### src/rtl/fetch_ifid_stage_if.sv
// Instruction-memory request/acknowledge bus between the fetch stage and imem.
// The fetch stage is the master: it raises a request with a word address and
// the memory answers with ack plus read data in the cycle the fetch completes.
interface fetch_ifid_stage_if;
    logic        imem_req_o;
    logic [31:0] imem_addr_o;
    logic        imem_ack_i;
    logic [31:0] imem_rdata_i;

    modport master (
        output imem_req_o,
        output imem_addr_o,
        input  imem_ack_i,
        input  imem_rdata_i
    );

    modport slave (
        input  imem_req_o,
        input  imem_addr_o,
        output imem_ack_i,
        output imem_rdata_i
    );
endinterface

### src/rtl/fetch_ifid_stage.sv
// Instruction-fetch stage plus IF/ID pipeline register for the RV32 core.
// Holds the PC, fetches over the req/ack imem bus, and delivers instruction,
// PC and PC+4 to decode. Hazard-unit stall/flush and execute redirects are
// honoured with priority rst > redirect > flush > stall > normal. A one-entry
// hold buffer keeps a word that completes while decode is stalled.
// Optional build macro FETCH_PERF_CNT_EN adds fetch/wait performance counters.
module fetch_ifid_stage #(
    parameter logic [31:0] RESET_PC  = 32'h0000_0000,
    parameter logic [31:0] NOP_INSTR = 32'h0000_0013
) (
    input  logic                clk,
    input  logic                rst,
    input  logic                redirect_i,
    input  logic [31:0]         redirect_pc_i,
    input  logic                stall_d_i,
    input  logic                flush_d_i,
    fetch_ifid_stage_if.master  imem,
    output logic [31:0]         instr_d_o,
    output logic [31:0]         pc_d_o,
    output logic [31:0]         pc_plus4_d_o,
    output logic                valid_d_o
`ifdef FETCH_PERF_CNT_EN
    ,
    output logic [31:0]         fetch_cnt_o,
    output logic [31:0]         wait_cnt_o
`endif
);

    // REQ: request outstanding at pc_f. HOLD: a fetched word waits in the buffer.
    typedef enum logic {
        S_REQ  = 1'b0,
        S_HOLD = 1'b1
    } state_t;

    state_t      state_q, state_d;
    logic [31:0] pc_f_q, pc_f_d;

    // One-entry hold buffer; only meaningful while in S_HOLD.
    logic [31:0] buf_instr_q, buf_instr_d;
    logic [31:0] buf_pc_q, buf_pc_d;
    logic [31:0] buf_pc4_q, buf_pc4_d;
    logic        buf_load;

    // IF/ID pipeline register.
    logic [31:0] id_instr_q, id_instr_d;
    logic [31:0] id_pc_q, id_pc_d;
    logic [31:0] id_pc4_q, id_pc4_d;
    logic        id_valid_q, id_valid_d;

    logic        req;
    logic        transfer;
    logic [31:0] pc_f_plus4;

    // The request is suppressed in the reset cycle so a reset mid-wait cannot
    // complete a stale fetch.
    assign req        = (state_q == S_REQ) && !rst;
    assign transfer   = req && imem.imem_ack_i;
    assign pc_f_plus4 = pc_f_q + 32'd4;

    assign imem.imem_req_o  = req;
    assign imem.imem_addr_o = pc_f_q;

    assign instr_d_o    = id_instr_q;
    assign pc_d_o       = id_pc_q;
    assign pc_plus4_d_o = id_pc4_q;
    assign valid_d_o    = id_valid_q;

    // State register.
    always_ff @(posedge clk) begin
        // NOTE: sequential state uses non-blocking assignments so every register
        // samples pre-edge values regardless of process ordering.
        if (rst) begin
            state_q <= S_REQ;
        end else begin
            state_q <= state_d;
        end
    end

    // Next-state, next-PC, hold-buffer and IF/ID selection in priority order.
    always_comb begin
        // NOTE: every variable is defaulted first so no path leaves one
        // unassigned, which would otherwise infer a latch.
        state_d     = state_q;
        pc_f_d      = pc_f_q;
        buf_load    = 1'b0;
        buf_instr_d = imem.imem_rdata_i;
        buf_pc_d    = pc_f_q;
        buf_pc4_d   = pc_f_plus4;
        id_instr_d  = id_instr_q;
        id_pc_d     = id_pc_q;
        id_pc4_d    = id_pc4_q;
        id_valid_d  = id_valid_q;

        if (redirect_i) begin
            // Abandon the outstanding request and any buffered word.
            state_d    = S_REQ;
            pc_f_d     = redirect_pc_i & ~32'h0000_0003;
            id_instr_d = NOP_INSTR;
            id_valid_d = 1'b0;
        end else if (flush_d_i) begin
            // Bubble IF/ID; a same-cycle completion is consumed and dropped.
            id_instr_d = NOP_INSTR;
            id_valid_d = 1'b0;
            if (state_q == S_HOLD) begin
                state_d = S_REQ;
            end else if (transfer) begin
                pc_f_d = pc_f_plus4;
            end
        end else if (stall_d_i) begin
            // IF/ID holds; a completing fetch parks in the hold buffer.
            if ((state_q == S_REQ) && transfer) begin
                buf_load = 1'b1;
                pc_f_d   = pc_f_plus4;
                state_d  = S_HOLD;
            end
        end else begin
            if (state_q == S_HOLD) begin
                id_instr_d = buf_instr_q;
                id_pc_d    = buf_pc_q;
                id_pc4_d   = buf_pc4_q;
                id_valid_d = 1'b1;
                state_d    = S_REQ;
            end else if (transfer) begin
                id_instr_d = imem.imem_rdata_i;
                id_pc_d    = pc_f_q;
                id_pc4_d   = pc_f_plus4;
                id_valid_d = 1'b1;
                pc_f_d     = pc_f_plus4;
            end else begin
                id_instr_d = NOP_INSTR;
                id_valid_d = 1'b0;
            end
        end
    end

    // PC and IF/ID registers with synchronous reset.
    always_ff @(posedge clk) begin
        if (rst) begin
            pc_f_q     <= RESET_PC;
            id_instr_q <= NOP_INSTR;
            id_pc_q    <= 32'h0000_0000;
            id_pc4_q   <= 32'h0000_0000;
            id_valid_q <= 1'b0;
        end else begin
            pc_f_q     <= pc_f_d;
            id_instr_q <= id_instr_d;
            id_pc_q    <= id_pc_d;
            id_pc4_q   <= id_pc4_d;
            id_valid_q <= id_valid_d;
        end
    end

    // Hold-buffer payload capture.
    always_ff @(posedge clk) begin
        // NOTE: the payload is not reset; emptiness is tracked by state_q, so
        // the data is never observed before it has been written.
        if (buf_load) begin
            buf_instr_q <= buf_instr_d;
            buf_pc_q    <= buf_pc_d;
            buf_pc4_q   <= buf_pc4_d;
        end
    end

`ifdef FETCH_PERF_CNT_EN
    logic [31:0] fetch_cnt_q;
    logic [31:0] wait_cnt_q;

    // Count accepted transfers and request cycles spent waiting for ack.
    always_ff @(posedge clk) begin
        if (rst) begin
            fetch_cnt_q <= 32'h0000_0000;
            wait_cnt_q  <= 32'h0000_0000;
        end else begin
            if (transfer && !redirect_i) begin
                fetch_cnt_q <= fetch_cnt_q + 32'd1;
            end
            if (req && !imem.imem_ack_i) begin
                wait_cnt_q <= wait_cnt_q + 32'd1;
            end
        end
    end

    assign fetch_cnt_o = fetch_cnt_q;
    assign wait_cnt_o  = wait_cnt_q;
`endif

endmodule

### src/flat_wrapper.sv
// flat-port wrapper written by rule: the top's interface ports become plain ports
module fetch_ifid_stage_flat 
#(
    parameter logic [31:0] RESET_PC  = 32'h0000_0000,
    parameter logic [31:0] NOP_INSTR = 32'h0000_0013
)
  (clk, rst, redirect_i, redirect_pc_i, stall_d_i, flush_d_i, instr_d_o, pc_d_o, pc_plus4_d_o, valid_d_o, imem_imem_req_o, imem_imem_addr_o, imem_imem_ack_i, imem_imem_rdata_i);
  fetch_ifid_stage_if imem_i ();
  input  logic clk;
  input  logic rst;
  input  logic redirect_i;
  input  logic [31:0] redirect_pc_i;
  input  logic stall_d_i;
  input  logic flush_d_i;
  output logic [31:0] instr_d_o;
  output logic [31:0] pc_d_o;
  output logic [31:0] pc_plus4_d_o;
  output logic valid_d_o;
  output wire logic [$bits(imem_i.imem_req_o)-1:0] imem_imem_req_o;
  output wire logic [$bits(imem_i.imem_addr_o)-1:0] imem_imem_addr_o;
  input wire logic [$bits(imem_i.imem_ack_i)-1:0] imem_imem_ack_i;
  input wire logic [$bits(imem_i.imem_rdata_i)-1:0] imem_imem_rdata_i;
  assign imem_imem_req_o = imem_i.imem_req_o;
  assign imem_imem_addr_o = imem_i.imem_addr_o;
  assign imem_i.imem_ack_i = imem_imem_ack_i;
  assign imem_i.imem_rdata_i = imem_imem_rdata_i;
  fetch_ifid_stage #(.RESET_PC(RESET_PC), .NOP_INSTR(NOP_INSTR)) u_core (.clk(clk), .rst(rst), .redirect_i(redirect_i), .redirect_pc_i(redirect_pc_i), .stall_d_i(stall_d_i), .flush_d_i(flush_d_i), .imem(imem_i), .instr_d_o(instr_d_o), .pc_d_o(pc_d_o), .pc_plus4_d_o(pc_plus4_d_o), .valid_d_o(valid_d_o));
endmodule
### config.mk
export PLATFORM = sky130hd
export DESIGN_NAME = fetch_ifid_stage_flat
export DESIGN_NICKNAME = d
export VERILOG_FILES = /design/src/rtl/fetch_ifid_stage_if.sv /design/src/rtl/fetch_ifid_stage.sv /design/src/flat_wrapper.sv
export SDC_FILE = /design/constraint.sdc
export NUM_CORES = 1
export LEC_CHECK = 0
export CORE_ASPECT_RATIO = 1.4
export CORE_MARGIN = 1
export CORE_UTILIZATION = 46
export CTS_CLUSTER_DIAMETER = 200
export DETAILED_ROUTE_END_ITERATION = 10
export GPL_ROUTABILITY_DRIVEN = 0
export GPL_TIMING_DRIVEN = 0
export PLACE_DENSITY = 0.76
export SYNTH_ARGS = -nofsm -noshare
export SYNTH_HDL_FRONTEND = slang
export SYNTH_SLANG_ARGS = --single-unit
### constraint.sdc
create_clock -name clk -period 10.9 [get_ports clk]
set_input_delay 3.27 -clock clk [delete_from_list [all_inputs] [get_ports clk]]
set_output_delay 3.27 -clock clk [all_outputs]
set_load 0.01 [all_outputs]
; Word level (Yosys, flattened, before mapping)
; Cells that the tools add are included.
[word_totals]
register_bits = 226
in_bits = 70
output_inout_bits = 130
[classes]
mux = 18
reduce_logical = 9
bitwise_logic = 4
add_sub_neg = 1
eq_ne = 2
[ops]
columns = op, n
row1 = 32-bit 2-to-1 mux, 12
row2 = "32-bit by 3-bit adder with 32-bit output, second input constant", 1
row3 = 1-bit 2-to-1 mux, 6
row4 = "4-bit by 2-bit inequality test with 1-bit output, second input constant", 1
row5 = 1-bit inverter, 4
row6 = 4-bit AND reduction, 1
row7 = 4-bit OR reduction, 1
row8 = 1-bit logical AND, 3
row9 = "3-bit by 1-bit inequality test with 1-bit output, second input constant", 1
row10 = 3-bit OR reduction, 1
row11 = 2-bit nonzero test, 1
row12 = 2-bit OR reduction, 1
row13 = 1-bit logical NOT, 1

; Depth between registers and ports, before layout
; Gate-level depths: netlist of the first run.
[depth]
word_depth = 8
ltp_mapped = 8
depth_no_buf = 6

; Worst setup path before layout of the first run
; Ideal clock, no wire load.
[synth_timing]
kind = in2reg
startpoint = input rst
endpoint = register u_core.buf_instr_q[0], enable pin
slack_ns = -0.333
arrival_ns = 10.578
path_buffers = 3
path_stages = 5
required_ns = 10.245
setup_ns = 0.655
cell_sequence = clkbuf_1 -> or3b_2 -> clkbuf_1 -> clkbuf_1 -> nor3_1
[synth_via]
elab_chain_cells = 8
[synth_rtl]
columns = item, line
row1 = start: declaration, flat_wrapper.sv:10  ; input logic rst;
row2 = 1-bit logical NOT, fetch_ifid_stage.sv:56  ; assign req = (state_q == S_REQ) && !rst;
row3 = 1-bit logical AND, fetch_ifid_stage.sv:56
row4 = 1-bit logical AND, fetch_ifid_stage.sv:57  ; assign transfer = req && imem.imem_ack_i;
row5 = 1-bit logical AND, fetch_ifid_stage.sv:111  ; if ((state_q == S_REQ) && transfer) begin
row6 = 1-bit 2-to-1 mux, fetch_ifid_stage.sv:111
row7 = 1-bit 2-to-1 mux, fetch_ifid_stage.sv:109  ; end else if (stall_d_i) begin
row8 = 1-bit 2-to-1 mux, fetch_ifid_stage.sv:100  ; end else if (flush_d_i) begin
row9 = 1-bit 2-to-1 mux, fetch_ifid_stage.sv:94  ; if (redirect_i) begin
row10 = via u_core.buf_load, fetch_ifid_stage.sv:42  ; logic buf_load;
row11 = end signal: assignment, fetch_ifid_stage.sv:158  ; buf_instr_q <= buf_instr_d;
row12 = end: declaration, fetch_ifid_stage.sv:39  ; logic [31:0] buf_instr_q, buf_instr_d;
; The timed path passes the listed nets, and every way through them passes these cells.
; A chain may end at the register's enable or synchronous reset.

; Worst setup path after layout of the first run
[layout_timing]
startpoint = input rst
endpoint = output imem_imem_req_o
[layout_via]
elab_chain_cells = 2
[layout_rtl]
columns = item, line
row1 = 1-bit logical NOT, fetch_ifid_stage.sv:56
row2 = 1-bit logical AND, fetch_ifid_stage.sv:56
row3 = end: declaration, flat_wrapper.sv:19  ; output wire logic [$bits(imem_i.imem_req_o)-1:0] imem_imem_req_o;
; No other way between the ends.

==> results of run 1 <==
tightest hold or removal path, stage by stage (launching register included):
cell and delay (ns):
sky130_fd_sc_hd__dfxtp_1 0.31, sky130_fd_sc_hd__nand2_1 0.05, sky130_fd_sc_hd__a21oi_1 0.05
cell families (layout without fill, tap and decap cells):
kind of cell / count (synthesis) / in the layout
xor gates and xnor gates: 39 / 39
AOI/OAI and AO/OA: 220 / 220
other: 1 / 6
DFF: 216 / 216
adders and majority gates: 1 / 1
buffers and inverters: 101 / 338
muxes: 36 / 36
and+or+nand+nor: 314 / 314
cells in the final DEF (no fill, tap or decap), drive strengths merged, types with 4 or more instances in the layout:
cell,n
a31oi,12
xnor2,19
inv,16
or2,11
and3,7
o22ai,4
o21ai,32
nor2,122
a22oi,29
a21oi,55
a211oi,46
nor3,21
conb,6
o211ai,11
edfxtp,92
and4,5
nand3,24
o311ai,4
buf,34
nand4,13
nand2,62
or3,7
nor4,20
nand2b,13
clkinv,7
clkdlybuf4s50,189
dfxtp,124
xor2,20
mux2i,36
o21a,4
clkbuf,89
registers in the layout, indices dropped and copies added (netlist names):
register                 flops
u_core.valid_d_o             1
u_core.buf_pc4_q            30
u_core.pc_plus4_d_o         30
u_core.imem.imem_addr_o     30
u_core.buf_instr_q          32
u_core.state_q               1
u_core.buf_pc_q             30
u_core.pc_d_o               30
u_core.instr_d_o            32
power groups by stage:
| stage | clock network (W) | logic, W | registers, W |
|---|---|---|---|
| 6_report | 0.000790 | 0.000164 | 0.000875 |
| 5_1_grt | 0.000832 | 0.000177 | 0.000877 |
| 4_1_cts | 0.000801 | 0.000163 | 0.000875 |
| 3_5_place_dp | 0 | 0.000161 | 0.000893 |
| 3_3_place_gp | 0 | 0.000158 | 0.000893 |
| 2_1_floorplan | 0 | 0.0000767 | 0.000894 |
worst max path at each step:
stage,startpoint,end,cells past startpoint
after floorplan,rst,u_core.buf_instr_q[0],5
after global placement,imem_imem_ack_i,u_core.buf_instr_q[5],5
after detailed placement,rst,imem_imem_req_o,5
after CTS,rst,imem_imem_req_o,5
after global routing,rst,imem_imem_req_o,5
final,rst,imem_imem_req_o,5
per-stage QoR:
stage	instance area, sq um	std cells	worst slack, ns
final	12500	1422	2.25
after global routing	12500	1422	2.15
after CTS	12500	1422	2.30
after detailed placement	11800	1380	2.33
after global placement	11600	1374	0.156
after floorplan	9420	933	2.55
layer usage:
layer	GRT usage (%)	routed length, um	vias up
met5	0	0	-
met4	14.8	1510	0
met3	6.23	2470	109
met2	45.1	13500	396
met1	31.0	10400	3867
li1	-	-	3823
area by class of cell:
| type | count | area [sq um] | area share, % |
|---|---|---|---|
| inverters | 14 | 52.6 | 0.419 |
| clock buffers | 30 | 633 | 5.05 |
| flip-flops and latches | 216 | 5250 | 41.9 |
| plain buffers | 87 | 388 | 3.10 |
| multi-input cells | 616 | 3740 | 29.9 |
| well taps | 252 | 315 | 2.52 |
| repair buffers | 195 | 2030 | 16.2 |
| clock inverters | 12 | 123 | 0.979 |
==> reports/summary.log, run 1 <==
INFO  cts            cts_inserted_buffers=23
INFO  pwr            p_int=0.00140W
INFO  pwr            seq_power_share=47.8%
INFO  worst_setup_path slowest_stage=sky130_fd_sc_hd__clkbuf_1
INFO  timing         setup_viol=0
INFO  synth          basic_gate_share_of_the_synthesized_area_counting_and_or_nand_and_nor_cells=16.3%
INFO  layout         antenna_cells_inserted=0
INFO  cts            ctsLongestPathBuffers=3
INFO  synth          synth.top_cells.by_count=sky130_fd_sc_hd__dfxtp_1, sky130_fd_sc_hd__nor2_1, sky130_fd_sc_hd__edfxtp_1
INFO  worst_setup_path worst_ep_required_time=7.63ns
INFO  synth          syn_std_cell_area=0.00940sqmm
INFO  global_route   grt_util_all_layers=26.8%
INFO  pwr            power.static_leakage=4.18nW
INFO  pwr            share_clk_of_total_power=43.2%
INFO  global_route   grt_antenna_before_repair=0
INFO  pwr            power_switching=0.000434W
INFO  worst_setup_path ff2ff_path_depth=8
INFO  timing         finalCriticalPeriod=8.65ns
INFO  layout         areaGrowthSynthToFinish=33.3%
INFO  routing        count_of_unresolved_drc_violations_after_routing=0
INFO  place          buffer_ports.inserted=189
INFO  timing         final_min_period_over_clock_period=79.4%
INFO  synth          synth-edff-count=92
INFO  worst_setup_path crit_path_max_fanout=10
INFO  routing        num_vias=8,195
INFO  worst_setup_path critPathTopFamily=buffers and inverters
INFO  worst_setup_path critical_path_buf_inv_count=4
INFO  floorplan      die_height=171um
INFO  timing         final.setup.tns=0ns
INFO  synth          synth-seq-area-share=55.8%
INFO  worst_setup_path reg2reg_slack=7.82ns
INFO  hold_path      worstHoldStart=u_core.pc_plus4_d_o[6]
INFO  synth          synth_compound_area_share=15.5%
INFO  synth          syn_inst=928
INFO  routing        post_drt_via_cell_ratio=5.76
INFO  timing         finalHoldViolCount=0
INFO  pwr            power.combinational.fraction=9.0%
INFO  synth          ys_ff_latch=216
INFO  floorplan      placeable_core_region=0.0199sqmm
INFO  synth          ys_async_sr_fraction=0%
INFO  pwr            vdd.ir_drop.worst=0.130mV
INFO  cts            post-cts-setup-buffer-count=0
INFO  synth          netlist.top_cell.by_area=sky130_fd_sc_hd__edfxtp_1
INFO  synth          synth_top_flop_cell=sky130_fd_sc_hd__dfxtp_1
INFO  global_route   grt_max_degree=20
INFO  synth          synth_most_common_cell=sky130_fd_sc_hd__dfxtp_1
INFO  routing        drt-pass1-iter-count=5
INFO  timing         worst_clock_skew_on_the_final_layout=0.0186ns
INFO  synth          ys_top_cells_by_area=sky130_fd_sc_hd__edfxtp_1, sky130_fd_sc_hd__dfxtp_1, sky130_fd_sc_hd__nor2_1
INFO  worst_setup_path criticalPathCategory=in -> out
INFO  synth          synth_area_per_cell=10.1squm
INFO  layout         finalCoreUtilization=62.9%
INFO  hold_path      hold_path_depth=2
INFO  global_route   wire_length_of_the_first_global_routing_pass=43,000um
INFO  routing        routed_wl=27,900um
INFO  layout         final_nets=1,224
INFO  floorplan      floorplan.initialDensity=47.2%
INFO  worst_setup_path timing.critical_path.to_type=output pin
INFO  cts            cts-hold-fix-buffers=0
INFO  synth          synth_top_family_by_area=simple AND/OR/NAND/NOR gates
INFO  worst_setup_path crit_path_start_kind=primary input
INFO  worst_setup_path worst-endpoint-arrival=5.38ns
INFO  routing        routedWlPerCell=19.6um
INFO  cts            tritoncts_clock_tree=yes
INFO  worst_setup_path crit-reg2reg-capture=u_core.buf_instr_q[30]
INFO  floorplan      die-width=123um
INFO  floorplan      die_area=0.0210sqmm
INFO  global_route   number_of_global_route_vias_before_repair=7,963
INFO  worst_setup_path crit_path_max_incr_delay=0.64ns
INFO  timing         maxSlewViolCount=0
INFO  synth          synth.yosys.warnings=0
INFO  synth          yosys_cell_types=63
INFO  cts            h_tree_lvls=1
INFO  timing         worstMarginPinSlew=1.13ns
INFO  layout         ratio_of_cells_with_drive_above_1_in_the_final_layout=7.86%
INFO  routing        drtAntennaViolNets=0
INFO  timing         achievable_frequency=116MHz
INFO  timing         setup_repair_after_global_routing_missed_its_margin=no
INFO  cts            post_cts_resized=0
INFO  synth          synth_fa_ha_area_share=0.133%
INFO  floorplan      placement_rows=61
INFO  timing         hold_ws=0.456ns
INFO  timing         slew-limit-headroom=24.7%
INFO  cts            clk_pin_slew_worst_paths=0.06ns
INFO  worst_setup_path crit_path_cells=clkbuf_1, clkbuf_1, clkbuf_1, nor2_1, clkdlybuf4s50_1
INFO  floorplan      ios=200
INFO  hold_path      worst_hold_path_type=reg -> reg
INFO  synth          synth_top_cell_area_share=29.4%
INFO  pwr            power.switching_fraction=23.7%
INFO  cts            worst_skew_pair.late_latency=0.53ns
INFO  routing        detailedRoute.firstIterationViolations=666
INFO  worst_setup_path timing.critical_path.mode_cell=sky130_fd_sc_hd__clkbuf_1
INFO  run            timing.max_cap.violations=0
INFO  outcome        status=finished, final reports clean
INFO  worst_setup_path reg2reg_from=u_core.state_q
INFO  synth          synth_xor_xnor_area_share=3.64%
INFO  cts            clock_sink_total=216
INFO  layout         n_fill_cell=1,652
INFO  place          dpl.hpwl=20,300um
INFO  global_route   globalRoute.totalOverflow=0
INFO  cts            cts_root_buffer=sky130_fd_sc_hd__clkbuf_16
INFO  synth          post_synthesis_mux_area_share=3.84%
INFO  pwr            powerDensity=146mW/mm^2
INFO  pwr            total_power=0.00183W
INFO  hold_path      hold_path_end=u_core.pc_plus4_d_o[6]
Note: power is estimated with default switching activity, not from simulation.
==> run 2, diff against run 1 <==
- clock period: 10.9 -> 7.8 ns (I/O delays scaled with it)
==> results of run 2 <==
Same layout as run 1 (identical final DEF). Status: finished, final reports clean.
Main changes from that run: setup slack after placement 2.33 ns -> 1.09 ns; setup slack after layout 2.25 ns -> 1.01 ns; register-to-register setup slack 7.82 ns -> 4.72 ns; total power 0.00183 W -> 0.00256 W; worst IR drop on VDD 0.130 mV -> 0.181 mV
